**src/rtl/dispatch_team_allocator.sv**
```systemverilog
// rtl/dispatch_team_allocator.sv - binds queue-head requests to free rescue teams
// and runs a priority-scaled mission timer per team.
module dispatch_team_allocator #(
  parameter int NUM_TEAMS    = 4,
  parameter int TEAM_W       = 2,
  parameter int MISSION_BASE = 8,
  parameter int MISSION_STEP = 4,
  parameter int TIMER_W      = 8
) (
  input  logic                 clk_i,
  input  logic                 rst_i,
  input  logic                 enable_i,
  input  logic                 recall_i,
  input  logic                 evac_empty_i,
  input  logic                 shelter_valid_i,
  input  logic                 food_valid_i,
  input  logic [7:0]           head_zone_i,
  input  logic [1:0]           head_priority_i,
  output logic                 serve_o,
  output logic                 dispatch_valid_o,
  output logic [TEAM_W-1:0]    dispatch_team_o,
  output logic [7:0]           dispatch_zone_o,
  output logic [1:0]           dispatch_priority_o,
  output logic [NUM_TEAMS-1:0] team_busy_o,
  output logic [NUM_TEAMS-1:0] team_done_o,
  output logic [15:0]          dispatch_count_o
);

  typedef enum logic [1:0] {IDLE, ISSUE, SETTLE} state_t;

  state_t               state_q, state_d;
  logic [NUM_TEAMS-1:0] busy_q, busy_d;
  logic [NUM_TEAMS-1:0] done_q, done_d;
  logic [TIMER_W-1:0]   timer_q [NUM_TEAMS];
  logic [TIMER_W-1:0]   timer_d [NUM_TEAMS];
  logic                 valid_q, valid_d;
  logic [TEAM_W-1:0]    team_q, team_d;
  logic [7:0]           zone_q, zone_d;
  logic [1:0]           prio_q, prio_d;
  logic [15:0]          count_q, count_d;

  logic                 avail, any_free, serve;
  logic [NUM_TEAMS-1:0] free;
  logic [TEAM_W-1:0]    sel;
  logic [TIMER_W-1:0]   mission;

  assign avail    = ~evac_empty_i | shelter_valid_i | food_valid_i;
  assign free     = ~busy_q;
  assign any_free = |free;
  assign serve    = (state_q == ISSUE) & avail & any_free & ~recall_i;
  assign mission  = TIMER_W'(MISSION_BASE) + TIMER_W'(MISSION_STEP) * TIMER_W'(head_priority_i);

  // Scan downward so the lowest free index wins.
  always_comb begin
    sel = '0;
    for (int i = NUM_TEAMS - 1; i >= 0; i--) begin
      if (free[i]) sel = TEAM_W'(i);
    end
  end

  always_comb begin
    state_d = state_q;
    case (state_q)
      IDLE:    if (enable_i & avail & any_free & ~recall_i) state_d = ISSUE;
      ISSUE:   state_d = serve ? SETTLE : IDLE;
      SETTLE:  state_d = IDLE;
      default: state_d = IDLE;
    endcase
    if (recall_i) state_d = IDLE;
  end

  always_comb begin
    busy_d  = busy_q;
    done_d  = '0;
    valid_d = serve;
    team_d  = team_q;
    zone_d  = zone_q;
    prio_d  = prio_q;
    count_d = count_q;
    for (int i = 0; i < NUM_TEAMS; i++) begin
      timer_d[i] = timer_q[i];
      if (busy_q[i]) begin
        if (timer_q[i] == TIMER_W'(1)) begin
          timer_d[i] = '0;
          busy_d[i]  = 1'b0;
          done_d[i]  = 1'b1;
        end else begin
          timer_d[i] = timer_q[i] - TIMER_W'(1);
        end
      end
    end
    // A team freed at this edge is not in free yet, so sel never collides with expiry.
    if (serve) begin
      busy_d[sel]  = 1'b1;
      timer_d[sel] = mission;
      team_d       = sel;
      zone_d       = head_zone_i;
      prio_d       = head_priority_i;
      if (count_q != 16'hFFFF) count_d = count_q + 16'd1;
    end
    if (recall_i) begin
      busy_d  = '0;
      done_d  = '0;
      valid_d = 1'b0;
      for (int i = 0; i < NUM_TEAMS; i++) timer_d[i] = '0;
    end
  end

  always_ff @(posedge clk_i or posedge rst_i) begin
    if (rst_i) begin
      state_q <= IDLE;
      busy_q  <= '0;
      done_q  <= '0;
      valid_q <= 1'b0;
      team_q  <= '0;
      zone_q  <= '0;
      prio_q  <= '0;
      count_q <= '0;
      for (int i = 0; i < NUM_TEAMS; i++) timer_q[i] <= '0;
    end else begin
      state_q <= state_d;
      busy_q  <= busy_d;
      done_q  <= done_d;
      valid_q <= valid_d;
      team_q  <= team_d;
      zone_q  <= zone_d;
      prio_q  <= prio_d;
      count_q <= count_d;
      for (int i = 0; i < NUM_TEAMS; i++) timer_q[i] <= timer_d[i];
    end
  end

  assign serve_o             = serve;
  assign dispatch_valid_o    = valid_q;
  assign dispatch_team_o     = team_q;
  assign dispatch_zone_o     = zone_q;
  assign dispatch_priority_o = prio_q;
  assign team_busy_o         = busy_q;
  assign team_done_o         = done_q;
  assign dispatch_count_o    = count_q;

endmodule
```
**config.mk**
```make
export PLATFORM = sky130hd
export DESIGN_NAME = dispatch_team_allocator
export DESIGN_NICKNAME = d
export VERILOG_FILES = /design/src/rtl/dispatch_team_allocator.sv
export SDC_FILE = /design/constraint.sdc
export NUM_CORES = 1
export LEC_CHECK = 0
export CAP_MARGIN = 20
export CORE_MARGIN = 2
export CORE_UTILIZATION = 40
export DETAILED_ROUTE_END_ITERATION = 10
export PLACE_DENSITY = 0.73
export SYNTH_ARGS = -nofsm -noshare
export SYNTH_HDL_FRONTEND = slang
export SYNTH_SLANG_ARGS = --single-unit
```
**constraint.sdc**
```tcl
create_clock -name clk_i -period 2.9 [get_ports clk_i]
set_input_delay 0.58 -clock clk_i [delete_from_list [all_inputs] [get_ports clk_i]]
set_output_delay 0.58 -clock clk_i [all_outputs]
set_load 0.1 [all_outputs]
```
==> results by group <==
Die
  – Die Y: 98.6 um
  – Initial Util: 0.411
  – Die area: 9720 um2
  – IO Pins: 55
  – Row cnt: 34
  – Width of the die: just under 100 um
  – Core area: 8720 um2

Worst setup path
  – Kind of critical path: input pin to output port
  – CP max FO: 9
  – Crit. End Element: output port
  – Reg2reg path depth: 5
  – WP data required: approximately 2300 ps
  – CP peak stage delay: 420 ps
  – Worst path slowest cell: clkdlybuf4s50_1
  – Crit path DAT: between 2000 and 2500 ps
  – Critical-path cell list: clkdlybuf4s50_1, or3b_4, or3_4, clkinvlp_4, buf_12
  – Crit start category: input pin

Logic synthesis
  – Largest family of logic cells by synthesized area: simple AND/OR/NAND/NOR gates
  – Main synth FF type: dfrtp_1
  – Simple-Gate Fraction of Synth Area: 0.266
  – Synth Area in Compound Gates: 0.0709
  – Seq cells post-synth: 71
  – Synth cell types: around 50
  – Top cell type's share of synthesized area: 0.496
  – YS warnings: 0
  – Avg Cell Area, Syn: about 9.8 um2
  – Post-synthesis mux area share: 0.0175
  – Adder-cell share of the synthesized area: 0.0314
  – Synth Area in XOR/XNOR: 0.0856
  – Top cells by area, synth: dfrtp_1 (50%), xor2_1 (6.4%), nand2_1 (5.6%), nor2_1 (3.9%), ha_1 (3.1%)
  – Post-synthesis cell count: 364
  – Biggest area consumer among synthesized cells: dfrtp_1
  – Syn Nets: around 400
  – Mapped Area: 3580 um2
  – Count leader, synth: dfrtp_1
  – Number of enable flip-flop cells after synthesis: 0
  – Asr flop ratio synth: 1.00
  – Post-synthesis sequential area ratio: 0.496
  – Synth cell count leaders: dfrtp_1 (71), nand2_1 (53), nor2_1 (37)

STA
  – RSZ-0062 raised after global routing: no
  – Setup TNS: 0 ps
  – Max Freq: between 300 and 400 MHz
  – Layout Skew: about 8.4 ps
  – Slew @ Worst Pin: approximately 770 ps
  – Fin crit share: 0.927
  – Max_slew headroom: 0.478
  – Final Max Tran Viols: 0
  – Hold Vio Cnt, Final: 0
  – Tmin final: 2690 ps
  – Final setup fails: 0

CTS
  – CTS H-tree depth: 3
  – Worst-Skew Late Latency: 340 ps
  – CTS Hold Buffers Added: 0
  – Clock slew at reported path FFs: 70 ps
  – Clk sinks: slightly above 70
  – CTS tree: built
  – CTS resizes: 0
  – Clk buf depth: 2
  – Post-CTS Setup Inserts: 0
  – Clock Tree Root: clkbuf_8
  – Total clock buffers created by CTS: 9

Finish
  – ANT cells: 0
  – Layout net count: 452
  – Fill cells: slightly below 800
  – Area grow syn2layout: 25.1%
  – Layout cells sized above 1: 0.195
  – Post-Layout Cell Count: 539

Routing
  – DRC: 0
  – Routed Wire Length: 7.88 mm
  – Wire length per cell: 14.6 um
  – DRT iter0 DRCs: 163
  – Via count: 2854
  – Vias/cell: 5.29
  – Drt first pass iters: 4
  – ANT nets after route: 0

Place
  – Placed Cells: about 520
  – PortBufs: 54
  – DP HPWL: 5.71 mm
  – Final RePlAce weighted congestion: 0.827

GRT
  – Initial antenna violation count: 0
  – First-pass GRT wire length: between 10 and 15 mm
  – Vias in the first global route: 2852
  – Total gr overflow: 0
  – GRT Util Overall: 0.170
  – Largest net degree at the start of global routing: 31

Power
  – Cell leakage power: 2.05 nW
  – Pwr/cell area: between 600 and 700 nW/um2
  – Worst VDD drop: 0.434 mV

Outcome
  – Status: finished, final reports clean

Worst hold path
  – Min-delay worst type: flip-flop to flip-flop
  – Worst hold path depth: 2

Run
  – Max_cap viols: 0
==> where the power goes <==
group / internal (mW) / switching, mW / total [mW] / leakage (nW)
clock: 0.657 / 0.377 / 1.03 / 0.126
combinational: 0.174 / 0.617 / 0.790 / 0.958
sequential: 1.06 / 0.0839 / 1.15 / 0.962
total: 1.89 / 1.08 / 2.97 / 2.05
==> final timing paths <==
| check | startpoint | endpoint | slack [ps] |
|---|---|---|---|
| setup / recovery | recall_i | serve_o | 210 |
| hold / removal | dispatch_priority_o[0] | dispatch_priority_o[0] | 490 |
| setup reg to reg | state_q[1] | dispatch_count_o[12] | 730 |
| hold reg to reg | dispatch_priority_o[0] | dispatch_priority_o[0] | 490 |
| max in group asynchronous | rst_i | team_busy_o[3] | 1810 |
| min in group asynchronous | rst_i | dispatch_count_o[10] | 510 |
==> cell families (layout without fill, tap and decap cells) <==
family	count (synthesis)	after routing
AOI/OAI and AO/OA	38	38
xor gates and xnor gates	35	35
adders and majority gates	9	9
buffers and inverters	28	95
DFF	71	71
muxes	6	6
and+or+nand+nor	177	177
==> registers in the layout, indices dropped and copies added, names as in the netlist, 2 cells and up <==
register,count
dispatch_priority_o,2
team_done_o,4
dispatch_team_o,2
dispatch_zone_o,8
state_q,2
team_busy_o,4
dispatch_count_o,16
timer_q,32
==> area by class of cell <==
cell class	instances	area, um2	area share
clock inverter	6	133	0.0296
tap	108	135	0.0302
clock buffer	10	128	0.0285
sequential	71	1780	0.398
multi-input combinational	265	1700	0.379
timing repair buffer	64	546	0.122
inverter	15	60.1	0.0134
==> metal layers <==
metal  GRT usage  vias up  share of wire
met2       0.267       52           0.49
met4      0.0759        0          0.019
li1            -     1389              -
met1       0.225     1401           0.46
met5           0        -              0
met3      0.0390       12          0.033
==> worst max-delay path, delay by kind of cell <==
family,cells,cell delay [ps]
AND/OR/NAND/NOR,2,820
buffers and inverters,3,690
==> cell usage in the layout, fill, tap and decap left out, drive strengths merged, types with 4 or more instances in the layout <==
cell type | Yosys | routed
nor2 | 37 | 37
a21oi | 13 | 13
buf | 3 | 48
o22ai | 4 | 4
xor2 | 26 | 26
nand2 | 53 | 53
or3 | 4 | 4
inv | 15 | 14
clkdlybuf4s50 | 0 | 16
xnor2 | 9 | 9
nor3b | 5 | 5
ha | 9 | 9
nand3 | 14 | 14
bufinv | 0 | 4
nand4 | 10 | 10
clkbuf | 10 | 10
o21ai | 5 | 5
nor3 | 15 | 15
mux2i | 4 | 4
nor4 | 7 | 7
nor4b | 11 | 11
dfrtp | 71 | 71
==> through the flow <==
| stage | power (mW) | area [um2] | util | hold WS [ps] | setup slack [ps] |
|---|---|---|---|---|---|
| 2_1_floorplan | 1.76 | 3590 | - | 436 | 0.555 |
| 3_3_place_gp | 1.95 | 4220 | 0.484 | 469 | 162 |
| 3_5_place_dp | 1.96 | 4220 | 0.484 | 469 | 173 |
| 4_1_cts | 2.99 | 4480 | 0.513 | 491 | 210 |
| 5_1_grt | 3.08 | 4480 | 0.513 | 523 | 155 |
| 6_report | 2.97 | 4480 | 0.513 | 490 | 213 |
No activity file was read; power rests on OpenSTA's default activity.
